==> src/rtl/alu_ctrl_pkg.sv <==
// alu_ctrl_pkg: shared constants and types for the ALU op scheduler.
//   - opcode values carried on req*_op
//   - scheduler FSM state enum
//   - datapath unit indices (bit positions in the dp_* per-unit flag vectors)
//   - demux/mux, bitwise and shifter select encodings
//   - bit positions of rsp_flags = {zero, negative, overflow, cout}
package alu_ctrl_pkg;

  localparam int DW  = 16;
  localparam int SHW = 4;

  localparam logic [2:0] OP_ADD = 3'd0;
  localparam logic [2:0] OP_SUB = 3'd1;
  localparam logic [2:0] OP_AND = 3'd2;
  localparam logic [2:0] OP_OR  = 3'd3;
  localparam logic [2:0] OP_XOR = 3'd4;
  localparam logic [2:0] OP_SHL = 3'd5;
  localparam logic [2:0] OP_SHR = 3'd6;
  localparam logic [2:0] OP_SHA = 3'd7;

  typedef enum logic [1:0] {
    ST_IDLE  = 2'd0,
    ST_EXEC  = 2'd1,
    ST_SHIFT = 2'd2,
    ST_RESP  = 2'd3
  } state_e;

  localparam logic [1:0] UNIT_ARITH = 2'd0;
  localparam logic [1:0] UNIT_BITW  = 2'd1;
  localparam logic [1:0] UNIT_SHIFT = 2'd2;

  localparam logic [1:0] SEL_ARITH = 2'b00;
  localparam logic [1:0] SEL_BITW  = 2'b01;
  localparam logic [1:0] SEL_SHIFT = 2'b10;
  localparam logic [1:0] SEL_NONE  = 2'b11;

  localparam logic [1:0] BIT_AND = 2'b00;
  localparam logic [1:0] BIT_OR  = 2'b01;
  localparam logic [1:0] BIT_XOR = 2'b10;

  localparam logic [1:0] SH_SHL = 2'b00;
  localparam logic [1:0] SH_SHR = 2'b01;
  localparam logic [1:0] SH_SHA = 2'b10;

  localparam int FLAG_COUT = 0;
  localparam int FLAG_OVF  = 1;
  localparam int FLAG_NEG  = 2;
  localparam int FLAG_ZERO = 3;

  // Latched operation.
  typedef struct packed {
    logic [2:0]    op;
    logic [DW-1:0] a;
    logic [DW-1:0] b;
    logic          id;
  } req_t;

  function automatic logic is_shift(logic [2:0] op);
    return (op == OP_SHL) || (op == OP_SHR) || (op == OP_SHA);
  endfunction

  function automatic logic [3:0] mk_flags(logic z, logic n, logic v, logic c);
    logic [3:0] f;
    f            = '0;
    f[FLAG_ZERO] = z;
    f[FLAG_NEG]  = n;
    f[FLAG_OVF]  = v;
    f[FLAG_COUT] = c;
    return f;
  endfunction

endpackage

==> src/rtl/alu_rr_arb2.sv <==
// alu_rr_arb2: two-requester round-robin arbiter.
//   clk, rst_n : clock, async active-low reset
//   en         : arbitration allowed this cycle (scheduler idle)
//   valid[1:0] : request valids
//   grant[1:0] : one-hot grant (zero when !en or no valid)
// Every grant is a handshake (ready == grant), so the pointer moves on any grant.
module alu_rr_arb2 (
  input  logic       clk,
  input  logic       rst_n,
  input  logic       en,
  input  logic [1:0] valid,
  output logic [1:0] grant
);

  // Index granted most recently; resets to 1 so req0 wins the first tie.
  logic last;

  always_comb begin
    grant = 2'b00;
    if (en) begin
      if (&valid) grant = last ? 2'b01 : 2'b10;
      else        grant = valid;
    end
  end

  always_ff @(posedge clk or negedge rst_n) begin
    if (!rst_n)      last <= 1'b1;
    else if (|grant) last <= grant[1];
  end

endmodule

==> src/rtl/alu_op_scheduler.sv <==
// alu_op_scheduler: accepts ops from two requesters, drives the external
// 16-bit datapath selects, iterates the 1-bit shifter for multi-bit shifts,
// and returns a registered result/flags/id over a valid/ready response.
//   req{0,1}_valid/ready/op/a/b : request channels
//   rsp_valid/ready/id/result/flags : response channel, flags = {z,n,v,c}
//   busy : FSM not idle
//   dp_* outputs : datapath operands and selects (none/zero when unused)
//   dp_c, dp_{cout,overflow,negative,zero} : datapath result and per-unit flags
module alu_op_scheduler
  import alu_ctrl_pkg::*;
(
  input  logic          clk,
  input  logic          rst_n,
  input  logic          req0_valid,
  output logic          req0_ready,
  input  logic [2:0]    req0_op,
  input  logic [DW-1:0] req0_a,
  input  logic [DW-1:0] req0_b,
  input  logic          req1_valid,
  output logic          req1_ready,
  input  logic [2:0]    req1_op,
  input  logic [DW-1:0] req1_a,
  input  logic [DW-1:0] req1_b,
  output logic          rsp_valid,
  input  logic          rsp_ready,
  output logic          rsp_id,
  output logic [DW-1:0] rsp_result,
  output logic [3:0]    rsp_flags,
  output logic          busy,
  output logic [DW-1:0] dp_a,
  output logic [DW-1:0] dp_b,
  output logic [1:0]    dp_sel1,
  output logic [1:0]    dp_sel2,
  output logic          dp_op_add_sub,
  output logic [1:0]    dp_select_bit,
  output logic [1:0]    dp_shift_op,
  input  logic [DW-1:0] dp_c,
  input  logic [2:0]    dp_cout,
  input  logic [2:0]    dp_overflow,
  input  logic [2:0]    dp_negative,
  input  logic [2:0]    dp_zero
);

  state_e         state;
  req_t           cur;
  req_t           nreq;
  logic [SHW-1:0] cnt;
  logic [DW-1:0]  work;
  logic [1:0]     grant;
  logic [1:0]     unit;
  logic           in_exec;
  logic           unused_shift_flags;

  // Shift flags are rebuilt from the final result, so the shifter's own flags
  // are deliberately ignored.
  assign unused_shift_flags = ^{dp_cout[UNIT_SHIFT], dp_overflow[UNIT_SHIFT],
                                dp_negative[UNIT_SHIFT], dp_zero[UNIT_SHIFT]};

  // rst_n gates the grant so ready stays low while reset is held.
  alu_rr_arb2 u_arb (
    .clk   (clk),
    .rst_n (rst_n),
    .en    ((state == ST_IDLE) && rst_n),
    .valid ({req1_valid, req0_valid}),
    .grant (grant)
  );

  assign req0_ready = grant[0];
  assign req1_ready = grant[1];
  assign busy       = (state != ST_IDLE);
  assign in_exec    = (state == ST_EXEC) || (state == ST_SHIFT);
  assign unit       = ((cur.op == OP_ADD) || (cur.op == OP_SUB)) ? UNIT_ARITH : UNIT_BITW;

  always_comb begin
    nreq = '0;
    if (grant[1]) begin
      nreq.op = req1_op; nreq.a = req1_a; nreq.b = req1_b; nreq.id = 1'b1;
    end else begin
      nreq.op = req0_op; nreq.a = req0_a; nreq.b = req0_b; nreq.id = 1'b0;
    end
  end

  // Datapath controls come only from latched state, never from req_* inputs.
  always_comb begin
    dp_sel1       = SEL_NONE;
    dp_sel2       = SEL_NONE;
    dp_a          = '0;
    dp_b          = '0;
    dp_op_add_sub = 1'b0;
    dp_select_bit = 2'b00;
    dp_shift_op   = 2'b00;
    if (in_exec) begin
      case (cur.op)
        OP_ADD, OP_SUB: begin
          dp_sel1 = SEL_ARITH; dp_sel2 = SEL_ARITH;
          dp_a = cur.a; dp_b = cur.b;
          dp_op_add_sub = (cur.op == OP_ADD);
        end
        OP_AND, OP_OR, OP_XOR: begin
          dp_sel1 = SEL_BITW; dp_sel2 = SEL_BITW;
          dp_a = cur.a; dp_b = cur.b;
          dp_select_bit = (cur.op == OP_AND) ? BIT_AND :
                          (cur.op == OP_OR)  ? BIT_OR  : BIT_XOR;
        end
        default: begin
          // Zero-amount shifts bypass the datapath entirely.
          if (cnt != '0) begin
            dp_sel1 = SEL_SHIFT; dp_sel2 = SEL_SHIFT;
            dp_a = work; dp_b = cur.b;
            dp_shift_op = (cur.op == OP_SHL) ? SH_SHL :
                          (cur.op == OP_SHR) ? SH_SHR : SH_SHA;
          end
        end
      endcase
    end
  end

  always_ff @(posedge clk or negedge rst_n) begin
    if (!rst_n) begin
      state      <= ST_IDLE;
      cur        <= '0;
      cnt        <= '0;
      work       <= '0;
      rsp_valid  <= 1'b0;
      rsp_id     <= 1'b0;
      rsp_result <= '0;
      rsp_flags  <= '0;
    end else begin
      case (state)
        ST_IDLE: begin
          if (|grant) begin
            cur   <= nreq;
            cnt   <= nreq.b[SHW-1:0];
            work  <= nreq.a;
            state <= ST_EXEC;
          end
        end
        ST_EXEC, ST_SHIFT: begin
          if (!is_shift(cur.op)) begin
            rsp_result <= dp_c;
            rsp_flags  <= mk_flags(dp_zero[unit], dp_negative[unit],
                                   dp_overflow[unit], dp_cout[unit]);
            rsp_id     <= cur.id;
            rsp_valid  <= 1'b1;
            state      <= ST_RESP;
          end else if (cnt == '0) begin
            rsp_result <= cur.a;
            rsp_flags  <= mk_flags(cur.a == '0, cur.a[DW-1], 1'b0, 1'b0);
            rsp_id     <= cur.id;
            rsp_valid  <= 1'b1;
            state      <= ST_RESP;
          end else begin
            work <= dp_c;
            cnt  <= cnt - 4'd1;
            if (cnt == 4'd1) begin
              rsp_result <= dp_c;
              rsp_flags  <= mk_flags(dp_c == '0, dp_c[DW-1], 1'b0, 1'b0);
              rsp_id     <= cur.id;
              rsp_valid  <= 1'b1;
              state      <= ST_RESP;
            end else begin
              state <= ST_SHIFT;
            end
          end
        end
        ST_RESP: begin
          if (rsp_ready) begin
            rsp_valid <= 1'b0;
            state     <= ST_IDLE;
          end
        end
        default: state <= ST_IDLE;
      endcase
    end
  end

endmodule
==> config.mk <==
export PLATFORM = sky130hd
export DESIGN_NAME = alu_op_scheduler
export DESIGN_NICKNAME = d
export VERILOG_FILES = /design/src/rtl/alu_ctrl_pkg.sv /design/src/rtl/alu_rr_arb2.sv /design/src/rtl/alu_op_scheduler.sv
export SDC_FILE = /design/constraint.sdc
export NUM_CORES = 1
export LEC_CHECK = 0
export ABC_AREA = 0
export BUFFER_PORTS_ARGS = -buffer_cell sky130_fd_sc_hd__buf_2
export CAP_MARGIN = 10
export CORE_MARGIN = 2
export CORE_UTILIZATION = 54
export DETAILED_ROUTE_END_ITERATION = 16
export GPL_ROUTABILITY_DRIVEN = 0
export HOLD_SLACK_MARGIN = 0.15
export PLACE_DENSITY = 0.86
export SYNTH_ARGS = -nofsm -noshare
export SYNTH_HDL_FRONTEND = slang
export SYNTH_SLANG_ARGS = --single-unit
export TNS_END_PERCENT = 100
==> constraint.sdc <==
create_clock -name clk -period 3.9 [get_ports clk]
set_input_delay 0.78 -clock clk [delete_from_list [all_inputs] [get_ports clk]]
set_output_delay 0.78 -clock clk [all_outputs]
set_load 0.05 [all_outputs]
**Word level (Yosys, flattened, before mapping)**

Cells that the tools add are included.

- $mul: 0
- $add $sub $neg: 1
- Mux-type cells: 61
- Reductions and logical operators: 25
- Bitwise logic cells: 0
- Magnitude comparators: 1
- Equal/unequal tests: 17
- Divide/modulo/power cells: 0
- Shift operators: 0

Operators by type and width:

| cell | count |
|---|---|
| $mux W16 | 12 |
| $mux W36 | 1 |
| $logic_not A16 Y1 | 2 |
| $pmux W16 S2 | 1 |
| $mux W2 | 15 |
| $mux W4 | 6 |
| $mux W1 | 18 |
| $eq A3 B3 Y1 const B | 4 |
| $bmux W1 S2 | 4 |
| $pmux W4 S2 | 1 |
| $reduce_and A2 Y1 | 4 |
| $eq A3 B2 Y1 const B | 2 |
| $ne A2 B2 Y1 const B | 3 |
| $pmux W2 S3 | 1 |
| $reduce_bool A2 Y1 | 3 |
| $reduce_or A2 Y1 | 3 |
| $reduce_or A5 Y1 | 1 |
| $eq A2 B2 Y1 const B | 2 |
| $eq A4 B1 Y1 const B | 1 |
| $logic_not A4 Y1 | 1 |
| $logic_or A1 B1 Y1 | 4 |
| $ne A4 B4 Y1 const B | 1 |
| $pmux W2 S2 | 1 |
| $reduce_and A4 Y1 | 1 |
| 13 further kinds | 13 |

- RAM bits: 0
- Latch bits: 0
- Bits in read-only memories: 0
- Memories: 0
- Register bits after elaboration: 81

**Logic depth before layout (Yosys ltp)**

Gate-level depths: netlist of the first run.

- Depth in word-level cells: 6
- Mapped depth: 9
- Depth with buffers taken out: 6

**Hierarchy**

Synthesis of the first run repeated with hierarchy kept, for this count alone.

- Cells, all modules: 450
- Area total of the unflattened synthesis: 4,446.8 sq um

By module, submodules not included:

| module | instances | cells each | area an instance (sq um) | sequential area each (sq um) |
|---|---|---|---|---|
| alu_op_scheduler | 1 | 442 | 4,384.2 | 2,001.9 |
| alu_rr_arb2 | 1 | 8 | 62.6 | 26.3 |

**Worst setup path after synthesis of the first run**

No wires, ideal clock.

- Path kind: flip-flop to output port
- Start point: register state[0]
- End point: output dp_b[0]
- Path slack: 860 ps
- Data arrival time: 2,260 ps
- Stages on the path, launching flop included: 7
- Cell sequence: dfrtp_1 -> inv_1 -> ha_1 -> inv_1 -> clkbuf_1 -> clkbuf_1 -> nor3_1

- Cells in the longest elaborated chain, start to end: 3

Ends and longest elaborated chain:

| element | RTL line | RTL |
|---|---|---|
| start: declaration | alu_op_scheduler.sv:44 | `state_e state;` |
| start signal: assignment | alu_op_scheduler.sv:120 | `state <= ST_IDLE;` |
| start signal: assignment | alu_op_scheduler.sv:135 | `state <= ST_EXEC;` |
| start signal: assignment | alu_op_scheduler.sv:145 | `state <= ST_RESP;` |
| $eq A2 B1 Y1 / $eq A2 B2 Y1 (equally long branches) | alu_op_scheduler.sv:71 | `assign in_exec = (state == ST_EXEC) \|\| (state == ST_SHIFT);` |
| $logic_or A1 B1 Y1 * | alu_op_scheduler.sv:71 |  |
| $mux W16 * | alu_op_scheduler.sv:92 | `if (in_exec) begin` |
| end: declaration | alu_op_scheduler.sv:31 | `output logic [DW-1:0] dp_b,` |

Mark *: on every way between the ends. The rest lies on a longest branch, timed or not.

**Final worst setup path of the first run**

- Start point: register cnt[0]
- End point: output dp_a[6]

- Cells in the longest elaborated chain, start to end: 4

Ends and longest elaborated chain:

| element | RTL line | RTL |
|---|---|---|
| start: declaration | alu_op_scheduler.sv:47 | `logic [SHW-1:0] cnt;` |
| start signal: assignment | alu_op_scheduler.sv:133 | `cnt <= nreq.b[SHW-1:0];` |
| start signal: assignment | alu_op_scheduler.sv:154 | `cnt <= cnt - 4'd1;` |
| $reduce_bool A4 Y1 | alu_op_scheduler.sv:107 | `if (cnt != '0) begin` |
| $mux W16 | alu_op_scheduler.sv:107 |  |
| $mux W16 | alu_op_scheduler.sv:93 | `case (cur.op)` |
| $mux W16 | alu_op_scheduler.sv:92 |  |
| end: declaration | alu_op_scheduler.sv:30 | `output logic [DW-1:0] dp_a,` |

Every way passes these cells.

==> impl_metrics.py, run 1 <==
metrics = {
    "sta": {
        "finalHoldViolations": 0,
        "period_minus_slack_ns": 3.531,
        "max_clock_freq_ghz": 0.2832,
        "rsz0062_at_grt": "no",
        "setup_tns_ns": 0,
        "clock_skew_ns": 0.01295,
        "slew_violations": 0,
        "finalHoldWorstSlack_ns": 0.2702,
        "worst_pin_slew_ns": 1.135,
        "fin_crit_sh_pct": 90.54,
        "setup_viol": 0,
        "slew_headroom_pct": 23.90,
    },
    "yosys": {
        "synth_top_area_share_pct": 42.91,
        "synthTopCellsByCount": "nand2_1, dfrtp_1, a21oi_1",
        "synth.distinct_cells": 51,
        "post-synth-top-count-cell": "nand2_1",
        "ys.flop_type": "dfrtp_1",
        "async_flop_share_pct": 100.0,
        "yosysWarnings": 0,
        "ys_seq_area_share_pct": 43.47,
        "synthCells": 520,
        "synthesis.area_um2": 4666,
        "synth_top_area_cell": "dfrtp_1",
        "synth_nets": 627,
        "yosys-top-cells-area": "dfrtp_1, nand2_1, and3_1",
        "synth_edf_count": 0,
        "ys_ff_latch": 81,
        "syn_area_per_cell_um2": 8.973,
    },
    "critical_path": {
        "worst_ep_arrival_time_ns": 2.75,
        "endpoint_kind": "primary output",
        "crit_type": "reg2out",
        "cp-start-kind": "register",
        "worstPathMaxFanout": 16,
        "worst-endpoint-required_ns": 3.12,
    },
    "min_path": {
        "hold_class": "in2async",
    },
    "detailed_routing": {
        "drtPass1Iterations": 6,
        "drt-met1-wl_mm": 5.574,
        "drt-vias-per-instance": 6.304,
        "met2_length_mm": 6.425,
        "drtIter0Drc": 404,
        "drc": 0,
        "wire_per_inst_um": 18.12,
        "ant_nets": 0,
        "num_vias": 4848,
        "dr_wl_met3_mm": 1.369,
        "routed_wl_mm": 13.93,
        "top_layer": "met4",
    },
    "cells_and_area": {
        "area_growth_pct": 21.78,
        "layout-drive-gt1-share_pct": 31.52,
        "fill_cells": 666,
        "nets": 766,
        "regArea_um2": 2028,
        "multi_input_area_um2": 2379,
    },
    "global_routing": {
        "track_usage_pct": 29.36,
        "grt_overflow_total": 0,
        "grt_max_degree": 69,
        "grt_pass1_vias": 4623,
        "antenna_found_initial": 1,
        "grt_pass1_wl_mm": 22.59,
    },
    "die": {
        "ioPinCount": 169,
        "die_h_um": 96.95,
        "rows": 33,
        "die_x_um": 96.95,
        "start_util_pct": 56.22,
        "dieArea_um2": 9399,
        "core-area_um2": 8299,
    },
    "clock_tree": {
        "cts_tree": "done",
        "clk_pin_slew_worst_paths_ns": 0.08,
        "root_buffer": "clkbuf_8",
        "cts-hold-fix-buffers": 0,
        "cts-resized-gates": 0,
        "insertion_delay_ns": 0.35,
        "clk_path_buf_depth": 2,
        "htree_levels": 3,
        "post-cts-setup-buffers": 0,
        "cts.sinks": 81,
        "cts_buffers": 9,
    },
    "placed_design": {
        "io_buffers": 164,
        "dpl.hpwl_mm": 10.02,
    },
    "run_status": {
        "status": "finished, final reports clean",
    },
    "job": {
        "max_cap_viol_count": 0,
    },
}
cells by family (layout without fill, tap and decap cells):
logic type                 Yosys count  after routing  synth area share, %
AOI/OAI and AO/OA                  188            188                27.03
and+or+nand+nor                    169            169                18.16
DFF                                 81             81                43.47
buffers and inverters               58            201                5.900
muxes                               20             20                4.371
adders and majority gates            4              4                1.073
other                                0              1                    0
state kept, by name, indices dropped and copies added (netlist names):
name / flops
state: 2
rsp_valid: 1
cnt: 4
work: 16
rsp_flags: 4
u_arb.last: 1
rsp_result: 16
cur: 36
rsp_id: 1
critical path, cell delays in order, from the launching register on:
cell,delay (ns)
dfrtp_1,0.38
inv_1,0.09
ha_1,0.25
nor3b_4,0.20
nor3_2,0.91
a22o_1,0.29
buf_2,0.28
per-stage QoR:
step	instance area (um^2)	std cells	utilization, %	worst slack, ns
2_1_floorplan	4666	520	-	0.8601
3_3_place_gp	5485	753	66.09	0.8834
3_5_place_dp	5485	753	66.09	0.8285
4_1_cts	5679	768	68.43	0.4390
5_1_grt	5682	769	68.46	0.3147
6_report	5682	769	68.46	0.3690
layout by cell type, fill, tap and decap left out, types with 3 or more instances in the layout:
master and instances:
a211oi_1 18, a21oi_1 44, a22o_1 16, a31oi_1 18, and3_1 36, buf_2 163, buf_4 12, clkbuf_8 10
dfrtp_1 80, ha_1 3, inv_1 11, mux2i_1 17, nand2_1 82, nand2b_1 3, nand3_1 4, nor2_1 11
nor2b_1 6, nor3_1 7, nor4_1 8, o211ai_1 17, o21ai_0 38, o2bb2ai_1 17
cell type report:
type,count,share of cell area [%]
Antenna cell,1,0.04404
Clock buffer,10,2.422
Clock inverter,5,0.9910
Inverter,11,0.7267
Multi-Input combinational cell,381,41.86
Sequential cell,81,35.70
Tap cell,105,2.312
Timing Repair Buffer,175,15.94
path summary, 6_finish.rpt:
path	from	endpoint	slack (ns)	depth (start not counted)
worst min-delay path	rst_n	cur[15]	0.27	1
min in group clk	u_arb.last	u_arb.last	0.47	2
worst max-delay path	cnt[0]	dp_a[6]	0.37	6
worst min register to register	u_arb.last	u_arb.last	0.47	2
worst max register to register	state[1]	work[2]	0.96	7
max in group asynchronous	rst_n	cur[1]	2.51	2
metal layers:
layer / GRT usage [%] / up-vias
li1: - / 2203
met1: 39.12 / 2294
met2: 45.03 / 296
met3: 6.864 / 55
met4: 14.73 / 0
met5: 0 / -
Power of run 1 is not shown: default switching activity piles up to over one toggle a cycle in this logic, so the estimate is an artifact.
==> run 2, diff against run 1 <==
--- a/constraint.sdc
+++ b/constraint.sdc
@@ -3,2 +3,2 @@
 set_output_delay 0.78 -clock clk [all_outputs]
-set_load 0.05 [all_outputs]
+set_load 0.1 [all_outputs]
==> run 2 against run 1 <==
Clock-buffer cell count unchanged; sequential share of layout area shrank 1.5 points; register-to-register slack worse by 0.32 ns; die area unchanged; worst hold slack got worse by 0.0036 ns; clock skew decreased by 0.00091 ns; sequential cell count unchanged; fmax rose by 2.6%; critical path depth up 1; setup slack better by 0.090 ns.
==> impl_metrics.py, run 2 (synthesis results as in run 1) <==
metrics = {
    "cells_and_area": {
        "nets": 765,
        "final_common_cell": "buf_2",
        "reg_top3": "cur x36, rsp_result x16, work x16",
        "multi_input_area_um2": 2389,
        "largest_reg_flops": 36,
        "regArea_um2": 2028,
        "top_register": "cur",
        "fin_cells": 768,
        "n_antenna_cell": 0,
        "layout-drive-gt1-share_pct": 31.83,
        "fill_cells": 614,
        "area_growth_pct": 27.14,
        "final_cell_mix": "buf_2, nand2_1, dfrtp_1",
    },
    "sta": {
        "worst_pin_slew_ns": 0.9491,
        "max_clock_freq_ghz": 0.2906,
        "slew_violations": 0,
        "slew_headroom_pct": 36.72,
        "finalHoldViolations": 0,
        "rsz0062_at_grt": "no",
        "setup_tns_ns": 0,
        "period_minus_slack_ns": 3.441,
        "setup_viol": 0,
        "fin_crit_sh_pct": 88.23,
        "clock_skew_ns": 0.01204,
        "finalHoldWorstSlack_ns": 0.2666,
    },
    "clock_tree": {
        "clk_pin_slew_worst_paths_ns": 0.09,
        "cts-resized-gates": 0,
        "cts.sinks": 81,
        "post-cts-setup-buffers": 0,
        "root_buffer": "clkbuf_8",
        "cts_buffers": 9,
        "htree_levels": 3,
        "cts_tree": "done",
        "cts-hold-fix-buffers": 0,
        "clk_path_buf_depth": 2,
        "insertion_delay_ns": 0.36,
    },
    "run_status": {
        "status": "finished, final reports clean",
    },
    "detailed_routing": {
        "drt-vias-per-instance": 6.208,
        "drc": 0,
        "num_vias": 4768,
        "routed_wl_mm": 13.96,
        "drtPass1Iterations": 5,
        "wire_per_inst_um": 18.17,
        "ant_nets": 0,
        "drtIter0Drc": 443,
    },
    "critical_path": {
        "r2r_end": "work[7]",
        "crit_type": "reg2out",
        "ff2ff_path_depth": 6,
        "regToRegSetupSlack_ns": 0.64,
        "endpoint_kind": "primary output",
        "crit_start": "state[0]",
        "timing.critical_path.to": "dp_a[15]",
        "cp-start-kind": "register",
        "worstPathMaxFanout": 23,
        "worst-endpoint-required_ns": 3.12,
        "worst_ep_arrival_time_ns": 2.66,
        "r2r-start": "state[0]",
    },
    "global_routing": {
        "grt_overflow_total": 0,
        "antenna_found_initial": 0,
        "track_usage_pct": 29.25,
        "grt_pass1_vias": 4491,
        "grt_pass1_wl_mm": 22.34,
        "grt_max_degree": 78,
    },
    "placed_design": {
        "place_inst": 752,
        "dpl.hpwl_mm": 10.02,
        "io_buffers": 164,
    },
    "die": {
        "ioPinCount": 169,
        "die_x_um": 96.95,
        "start_util_pct": 56.22,
        "core-area_um2": 8299,
        "dieArea_um2": 9399,
        "rows": 33,
        "die_h_um": 96.95,
    },
    "job": {
        "max_cap_viol_count": 0,
    },
    "min_path": {
        "hold_class": "in2async",
    },
}
-- run 2: cell count changes in the layout (fill, tap and decap cells not counted), moves of 2 or more --
cell      before  now
clkinv_4       1    4
buf_12         0   17
clkinv_2       2    0
buf_2        163  146
-- run 2: layout make-up --
type	count	area share, %
Sequential cell	81	34.19
Clock buffer	10	2.320
Tap cell	105	2.215
Timing Repair Buffer	174	19.45
Multi-Input combinational cell	381	40.27
Clock inverter	6	0.8648
Inverter	11	0.6961
-- run 2: layer usage --
metal | up-vias | global-route usage (%) | part of all wire, %
met4 | 0 | 9.642 | 2.6
met2 | 272 | 47.44 | 48
met1 | 2270 | 39.57 | 41
met3 | 29 | 5.780 | 8.5
li1 | 2197 | - | -
met5 | - | 0 | 0
-- run 2: critical path, stage by stage, from the launching register on --
cell and delay (ns):
dfrtp_1 0.40, inv_1 0.06, ha_2 0.48, inv_1 0.38, nor3_2 0.27, buf_4 0.26
a22o_1 0.25, buf_12 0.20
-- run 2: through the flow --
step	util, %	worst slack [ns]	area (um^2)
floorplan	-	0.1575	4676
global placement	69.20	0.8631	5743
detailed placement	69.20	0.7844	5743
CTS	71.48	0.4693	5932
global route	71.48	0.3299	5932
finish	71.48	0.4589	5932
-- run 2: worst min path at each step --
stage,to,slack [ns],startpoint,depth (start not counted)
floorplan,cur[0],0.44,cur[0],2
global placement,u_arb.last,0.45,u_arb.last,2
detailed placement,u_arb.last,0.46,u_arb.last,2
CTS,cur[11],0.27,rst_n,1
global route,cur[11],0.26,rst_n,1
finish,cur[11],0.27,rst_n,1
Power of run 2 is left out for the same reason.
==> run 3, diff against run 2 <==
Settings changed: BUFFER_PORTS_ARGS -buffer_cell sky130_fd_sc_hd__buf_2 to -buffer_cell sky130_fd_sc_hd__buf_4.
==> run 3 against run 2 <==
Clock-buffer cell count increased by 1; sequential share of layout area down 1.0 points; critical endpoint is now dp_sel2[0]; clock skew is 0.0017 ns lower; final cell count down 0.26%; largest cell class unchanged; setup slack gained 0.020 ns.
==> impl_metrics.py, run 3 (synthesis results as in run 1) <==
metrics = {
    "run_status": {
        "status": "finished, final reports clean",
    },
    "critical_path": {
        "max_stage_delay_ns": 0.41,
        "crit_type": "reg2out",
        "endpoint_kind": "primary output",
        "timing.critical_path.to": "dp_sel2[0]",
        "r2r_end": "work[3]",
        "regToRegSetupSlack_ns": 0.93,
        "cpMostUsedCell": "buf_4",
        "cp-start-kind": "register",
        "worst-path-buf-inv": 3,
        "slowest_stage": "dfrtp_1",
        "worst-endpoint-required_ns": 3.12,
        "worstPathMaxFanout": 18,
        "crit_start": "cnt[0]",
        "worst_ep_arrival_time_ns": 2.64,
        "r2r-start": "state[1]",
        "cp.depth": 7,
        "cp_top_family": "buffers and inverters",
        "ff2ff_path_depth": 6,
        "path_cells": "inv_1, ha_1, nor3b_4, nand2_1, buf_4, o211ai_1, buf_4",
    },
    "sta": {
        "rsz0062_at_grt": "no",
        "setup_tns_ns": 0,
        "slew_violations": 0,
        "finalHoldViolations": 0,
        "clock_skew_ns": 0.01030,
        "slew_headroom_pct": 39.20,
        "worst_pin_slew_ns": 0.9118,
        "fin_crit_sh_pct": 87.73,
        "max_clock_freq_ghz": 0.2923,
        "setup_viol": 0,
        "period_minus_slack_ns": 3.422,
    },
    "die": {
        "die_x_um": 96.95,
        "ioPinCount": 169,
        "core-area_um2": 8299,
        "dieArea_um2": 9399,
        "rows": 33,
        "die_h_um": 96.95,
        "start_util_pct": 56.22,
    },
    "cells_and_area": {
        "reg_top3": "cur x36, rsp_result x16, work x16",
        "final_cell_mix": "buf_4, nand2_1, dfrtp_1",
        "nets": 765,
        "area_growth_pct": 31.00,
        "top_register": "cur",
        "largest_reg_flops": 36,
        "n_antenna_cell": 0,
        "finish.instance_area_um2": 6112,
        "fill_cells": 612,
        "postLayoutCoreUtil_pct": 73.65,
        "final_common_cell": "buf_4",
        "layout-drive-gt1-share_pct": 31.62,
        "fin_cells": 766,
    },
    "detailed_routing": {
        "num_vias": 4730,
        "drc": 0,
        "drtPass1Iterations": 5,
        "drt-vias-per-instance": 6.175,
        "wire_per_inst_um": 17.97,
        "routed_wl_mm": 13.77,
        "ant_nets": 0,
        "drtIter0Drc": 439,
    },
    "job": {
        "max_cap_viol_count": 0,
    },
    "placed_design": {
        "dpl.hpwl_mm": 9.894,
        "io_buffers": 164,
        "dpl-instance-area_um2": 5896,
        "place_inst": 752,
    },
    "global_routing": {
        "antenna_found_initial": 0,
        "track_usage_pct": 29.17,
        "grt_max_degree": 70,
        "grt_overflow_total": 0,
        "grt_pass1_vias": 4547,
        "grt_pass1_wl_mm": 22.34,
    },
    "clock_tree": {
        "cts_buffers": 9,
        "post-cts-setup-buffers": 0,
        "root_buffer": "clkbuf_8",
        "cts_tree": "done",
        "clk_pin_slew_worst_paths_ns": 0.08,
        "cts.sinks": 81,
        "insertion_delay_ns": 0.35,
        "cts-resized-gates": 0,
        "clk_path_buf_depth": 2,
        "cts-hold-fix-buffers": 0,
        "htree_levels": 3,
    },
    "min_path": {
        "hold_class": "in2async",
    },
}
[run 3: area by class of cell]
| type | count | area, um^2 | share of cell area (%) |
|---|---|---|---|
| clock buffers | 11 | 151.4 | 2.477 |
| clock inverters | 3 | 65.06 | 1.064 |
| inverters | 11 | 41.29 | 0.6755 |
| multi-input cells | 381 | 2389 | 39.08 |
| flip-flops and latches | 81 | 2028 | 33.18 |
| well taps | 105 | 131.4 | 2.149 |
| repair buffers | 174 | 1306 | 21.37 |
[run 3: worst min path at each step]
stage	end	slack, ns
floorplan	cur[0]	0.44
global placement	u_arb.last	0.45
detailed placement	cur[9]	0.47
CTS	cur[16]	0.28
global route	cur[16]	0.28
finish	cur[11]	0.28
[run 3: stage by stage]
stage	hold slack (ns)	setup WS (ns)
5_1_grt	0.2817	0.3193
4_1_cts	0.2779	0.5248
6_report	0.2835	0.4785
3_3_place_gp	0.4539	0.9470
2_1_floorplan	0.4409	0.1575
3_5_place_dp	0.4660	0.8972
[run 3: layer usage]
layer	vias to the layer above	global-route usage (%)	wire, um
met1	2215	40.64	5770
met2	284	45.41	6375
met3	37	4.552	1186
met4	0	12.57	434
met5	-	0	0
li1	2194	-	-
Power of run 3 is left out for the same reason.
